### src/rtl/fp32_to_bf16_cvt.sv
// FP32 to BF16 narrowing converter with round-to-nearest-even and IEEE exception flags.
// One register stage between operand_a and all outputs.
module fp32_to_bf16_cvt (
    input  logic        clk,
    input  logic        reset,
    input  logic [31:0] operand_a,
    output logic [15:0] result,
    output logic        invalid,
    output logic        overflow,
    output logic        underflow,
    output logic        inexact
);

    logic        w_s;
    logic [7:0]  w_e;
    logic [22:0] w_m;
    logic [15:0] w_upper;
    logic [15:0] w_lower;
    logic        w_is_nan;
    logic        w_is_inf;
    logic        w_is_zero;
    logic        w_round_up;
    logic [15:0] w_rounded;

    logic [15:0] w_result;
    logic        w_invalid;
    logic        w_overflow;
    logic        w_underflow;
    logic        w_inexact;

    logic [15:0] r_result;
    logic        r_invalid;
    logic        r_overflow;
    logic        r_underflow;
    logic        r_inexact;

    assign w_s       = operand_a[31];
    assign w_e       = operand_a[30:23];
    assign w_m       = operand_a[22:0];
    assign w_upper   = operand_a[31:16];
    assign w_lower   = operand_a[15:0];

    assign w_is_nan  = (w_e == 8'hFF) && (w_m != 23'd0);
    assign w_is_inf  = (w_e == 8'hFF) && (w_m == 23'd0);
    assign w_is_zero = (w_e == 8'h00) && (w_m == 23'd0);

    // Ties go to even: only round up on an exact half when the kept LSB is odd.
    assign w_round_up = w_lower[15] & ((w_lower[14:0] != 15'd0) | w_upper[0]);
    // Mantissa carry ripples into the exponent; max finite + carry lands exactly on infinity.
    assign w_rounded  = w_upper + {15'd0, w_round_up};

    always_comb begin
        w_result    = w_rounded;
        w_invalid   = 1'b0;
        w_overflow  = 1'b0;
        w_underflow = 1'b0;
        w_inexact   = 1'b0;
        if (w_is_nan) begin
            w_result  = 16'h7FC0;
            w_invalid = ~w_m[22];
        end else if (w_is_inf) begin
            w_result = {w_s, 8'hFF, 7'h00};
        end else if (w_is_zero) begin
            w_result = {w_s, 15'h0000};
        end else begin
            w_inexact   = (w_lower != 16'd0);
            w_overflow  = (w_rounded[14:7] == 8'hFF);
            w_underflow = (w_e == 8'h00) && (w_lower != 16'd0);
        end
    end

    always_ff @(posedge clk or negedge reset) begin
        if (!reset) begin
            r_result    <= 16'h0000;
            r_invalid   <= 1'b0;
            r_overflow  <= 1'b0;
            r_underflow <= 1'b0;
            r_inexact   <= 1'b0;
        end else begin
            r_result    <= w_result;
            r_invalid   <= w_invalid;
            r_overflow  <= w_overflow;
            r_underflow <= w_underflow;
            r_inexact   <= w_inexact;
        end
    end

    assign result    = r_result;
    assign invalid   = r_invalid;
    assign overflow  = r_overflow;
    assign underflow = r_underflow;
    assign inexact   = r_inexact;

endmodule

### config.mk
export PLATFORM = sky130hd
export DESIGN_NAME = fp32_to_bf16_cvt
export DESIGN_NICKNAME = d
export VERILOG_FILES = /design/src/rtl/fp32_to_bf16_cvt.sv
export SDC_FILE = /design/constraint.sdc
export NUM_CORES = 1
export LEC_CHECK = 0
export ABC_CLOCK_PERIOD_IN_PS = 800
export BUFFER_PORTS_ARGS = -buffer_cell sky130_fd_sc_hd__buf_4
export CAP_MARGIN = 10
export CORE_AREA = 2 2 58 47
export DETAILED_ROUTE_END_ITERATION = 7
export DIE_AREA = 0 0 60 49
export GPL_ROUTABILITY_DRIVEN = 0
export PLACE_DENSITY = 0.74
export REMOVE_ABC_BUFFERS = 1
export SLEW_MARGIN = 20
export SYNTH_ARGS = -nofsm -noshare
export SYNTH_HDL_FRONTEND = slang
export SYNTH_SLANG_ARGS = --single-unit
### constraint.sdc
create_clock -name clk -period 0.8 [get_ports clk]
set_input_delay 0.12 -clock clk [delete_from_list [all_inputs] [get_ports clk]]
set_output_delay 0.12 -clock clk [all_outputs]
set_load 0.05 [all_outputs]
* Word level (Yosys, flattened, before mapping) *
Index checks and enable logic that the tools add are counted.

word-level totals
  word-level logic and storage cells = 33
  register bits = 20
  input port bits = 34
  output and inout bits = 20

operators by class
  add/subtract/negate cells = 1
  equal/unequal tests = 2
  bitwise logic cells = 3
  reduce and logical (&&, ||, !) cells = 9
  muxes and demuxes = 13

operators by type and width
  cell                                         count
  16-bit 2-to-1 mux                            3
  23-bit zero test                             1
  23-bit nonzero test                          1
  16-bit by 1-bit adder with 16-bit output     1
  8-bit equality test (second input constant)  2
  16-bit nonzero test                          1
  15-bit nonzero test                          1
  1-bit 2-to-1 mux                             10
  8-bit zero test                              1
  1-bit logical AND                            4
  1-bit bitwise AND                            1
  1-bit NOT                                    1
  1-bit bitwise OR                             1

* Longest topological paths before layout *
  depth after elaboration = 8
  mapped depth = 4
  depth with buffers taken out = 4

* Worst setup path after synthesis *
No wires, ideal clock.

  kind = input to register
  from = in operand_a[9]
  to = reg r_result[6] (netlist: result[6])
  stages on the path = 4
  setup time = 0.145 ns
  required time = 0.655 ns
  slack = -0.358 ns
  path buffers = 0
  arrival time = 1.014 ns
  cell sequence = nor4_1 > nand3_1 > nor4_1 > mux2i_1

between the ends
  cells in the longest elaborated chain, start to end = 7
  elaborated cells on any way between the ends = 12
  classes of those cells = add/sub: 1; mux: 3; bitwise: 2; reduce/logical: 6

ends and longest elaborated chain
  item                                      RTL line  text
  start: declaration                        6         input logic [31:0] operand_a,
  15-bit nonzero test                       48        assign w_round_up = w_lower[15] & ((w_lower[14:0] != 15'd0) | w_upper[0]);
  1-bit bitwise OR                          48
  1-bit bitwise AND                         48
  16-bit by 1-bit adder with 16-bit output  50        assign w_rounded = w_upper + {15'd0, w_round_up};
  16-bit 2-to-1 mux                         63        end else if (w_is_zero) begin
  16-bit 2-to-1 mux                         61        end else if (w_is_inf) begin
  16-bit 2-to-1 mux *                       58        if (w_is_nan) begin
  via w_result[6]                           25        logic [15:0] w_result;
  end signal: assignment                    80        r_result <= w_result;
  end: declaration                          31        logic [15:0] r_result;

The timed path passes the listed nets; every way through them passes the cells marked *.

* Worst setup path after layout *
  from = in operand_a[13]
  to = reg r_result[0] (netlist: result[0])

The elaborated chain is that of the path after synthesis.

==> flow_summary_export.csv <==
group,metric,value,unit
clock_tree,root_buffer,"clkbuf_4",
logic_synthesis,yosys.area.top_type_share,0.526,
logic_synthesis,syn_area,951,um^2
worst_setup_path,crit_required,980,ps
sta,hold_viol_final,0,
worst_setup_path,critPathMaxStageDelay,280,ps
floorplan,io_pins,54,
place,portBuffers,53,
detailed_routing,drc_errors,0,
logic_synthesis,yosysWarnings,0,
grt,grt_pass1_vias,1187,
place,detailed_place_hpwl,2300,um
finish,design_area,2020,um^2
floorplan,start_util,0.393,
sta,setup_viol_count_final,31,
worst_setup_path,crit_path_start_kind,"input port",
floorplan,core.rowCount,16,
detailed_routing,antenna_left,0,
sta,hold_slack,65.3,ps
floorplan,die_w,60,um
detailed_routing,drt-total-wl,4120,um
min_path,hp-class,"in2reg",
logic_synthesis,seq_area_frac_synth,0.526,
grt,grt.overflow.total,0,
worst_setup_path,cp_slowest_cell,"nor4_4",
detailed_routing,vias_per_cell,5.38,
min_path,holdPathEnd,"result[15]",
job,drv_cap,0,
detailed_routing,vias,1215,
finish,fill_cells,127,
power_and_ir_drop,leakage,0.000929,uW
finish,antennaDiodeCount,0,
min_path,min_path_cells,2,
clock_tree,clock-sinks,20,
finish,drive_above_1_share,0.632,
worst_setup_path,end_kind,"register",
logic_synthesis,avgSynthCellArea,10.0,um^2
logic_synthesis,ys_top_cells_by_area,"dfrtp_1 53%, nor2_1 5.1%, nor4_1 4.6%",
floorplan,fp.dieH,49,um
min_path,hold_start,"operand_a[31]",
grt,antenna_found_initial,0,
worst_setup_path,path_max_fanout,2,
worst_setup_path,critical_path_arrival,1190,ps
sta,max_slew_margin,0.798,
grt,grt_usage,0.253,
sta,fmax,992,MHz
detailed_routing,drt_pass1_iterations,4,
finish,area_growth,112,%
sta,worst_slack,-208,ps
floorplan,core_area,2420,um^2
clock_tree,tritoncts,"yes",
finish,final_cell_mix,"55 x buf_4, 34 x buf_6, 20 x dfrtp_1",
detailed_routing,drt_iter0_drc,32,
sta,min_period,1010,ps
power_and_ir_drop,powerDensity,1180,nW/um^2
sta,period_share,1.26,
sta,slew_violations,0,
clock_tree,cts_buffers,3,
run_status,outcome,"finished, violations left",
logic_synthesis,ys_ff_latch,20,
place,dpl_cell_area,1610,um^2
clock_tree,cts_max_path_buffers,2,
sta,tightest_slew,300,ps
clock_tree,clk_pin_slew,110,ps
worst_setup_path,cp_cell_sequence,"buf_6, nor4_4, nand3_2, buf_4, buf_6, o2111ai_2, o31ai_2",
worst_setup_path,crit_path_frequent_cell,"buf_6",
grt,grt_max_degree,21,
detailed_routing,routedWlPerCell,18.2,um
grt,grt_first_pass_wirelength,5560,um
sta,rsz0062_at_grt,"yes",
logic_synthesis,synthCells,95,
finish,fin_nets,226,
clock_tree,htreeDepth,1,
run_status,failed_checks,"setup timing",
logic_synthesis,yosysTopAreaCell,"dfrtp_1",
logic_synthesis,synth_cell_types,27,
finish,final_common_cell,"buf_4",
worst_setup_path,timing_worst_setup_path_type,"in2reg",
power_and_ir_drop,vdd_drop_max,492,uV
place,dp_cells,213,
floorplan,die_area,2940,um^2
finish,final_cells,226,
worst_setup_path,cp-startpoint,"operand_a[13]",
## how the worst max path moves through the flow
stage | to | slack [ps]
after floorplan | result[6] | -360
after global placement | underflow | -480
after detailed placement | result[6] | -570
after CTS | result[6] | -170
after global routing | result[10] | -220
final | result[0] | -210
## through the flow
stage	setup slack [ps]	TNS, ps	power (uW)	utilization
floorplan	-358	-3570	1370	-
global placement	-477	-6480	1730	0.665
detailed placement	-565	-7030	1750	0.665
CTS	-165	-3430	2250	0.778
global route	-220	-5120	2470	0.833
finish	-208	-4360	2380	0.833
## layout make-up
| type | count | area [um^2] | share of cell area |
|---|---|---|---|
| Timing Repair Buffer | 92 | 836 | 0.414 |
| Sequential cell | 20 | 500 | 0.248 |
| Clock buffer | 3 | 22.5 | 0.0112 |
| Multi-Input combinational cell | 72 | 602 | 0.298 |
| Inverter | 3 | 11.3 | 0.00558 |
| Tap cell | 36 | 45.0 | 0.0223 |
## power by group
part           switching (uW)  internal (uW)
clock                     305            175
combinational             446            368
sequential               28.4           1060
## synthesized netlist by cell type
cell / instances
nor3_2: 1
o31ai_1: 1
and2_1: 1
o21a_1: 2
and3_2: 1
and3_1: 1
nor3_4: 1
nand2_1: 10
nand4_1: 2
xnor2_1: 4
xor2_1: 2
a31oi_1: 3
inv_1: 3
and2_2: 1
nor2_1: 13
and4_1: 1
nor3_1: 5
mux2i_1: 1
a31o_2: 1
nand3_1: 5
nor4_1: 7
o21ai_0: 1
nand4_4: 1
dfrtp_1: 20
o2111ai_1: 1
mux2_1: 1
a21oi_1: 5
## logic make-up after synthesis
group           after synthesis  share of synthesized area
buf+inv                       3                     0.0118
compound gates               14                     0.0934
mux                           2                     0.0224
xor+xnor                      6                     0.0553
flops                        20                      0.526
simple gates                 50                      0.291
## timing repair
| action | 4_1_cts | 5_1_grt |
|---|---|---|
| resized for setup | 45 | 24 |
| pin swaps | 13 | 12 |
| hold endpoints to repair | 20 | 0 |
| hold buffers | 1 | 0 |
| cloned | 0 | 0 |
| setup endpoints to repair | 31 | 39 |
| setup buffers | 6 | 3 |
## metal layers
metal / wire, um / track usage / up-vias
met2: 2130 / 0.466 / 65
met5: 0 / 0 / -
met1: 1500 / 0.306 / 592
li1: - / - / 536
met3: 275 / 0.0239 / 22
met4: 211 / 0.0667 / 0
## worst max-delay path: cells and delay by family
kind                   cells  cell delay (ps)
AOI/OAI and AO/OA          2              280
buffers and inverters      3              370
and+or+nand+nor            2              420
## flip-flops by register name (all words and copies together) (netlist names)
register   count
result        16
underflow      1
invalid        1
inexact        1
overflow       1
No activity file was read; power rests on OpenSTA's default activity.
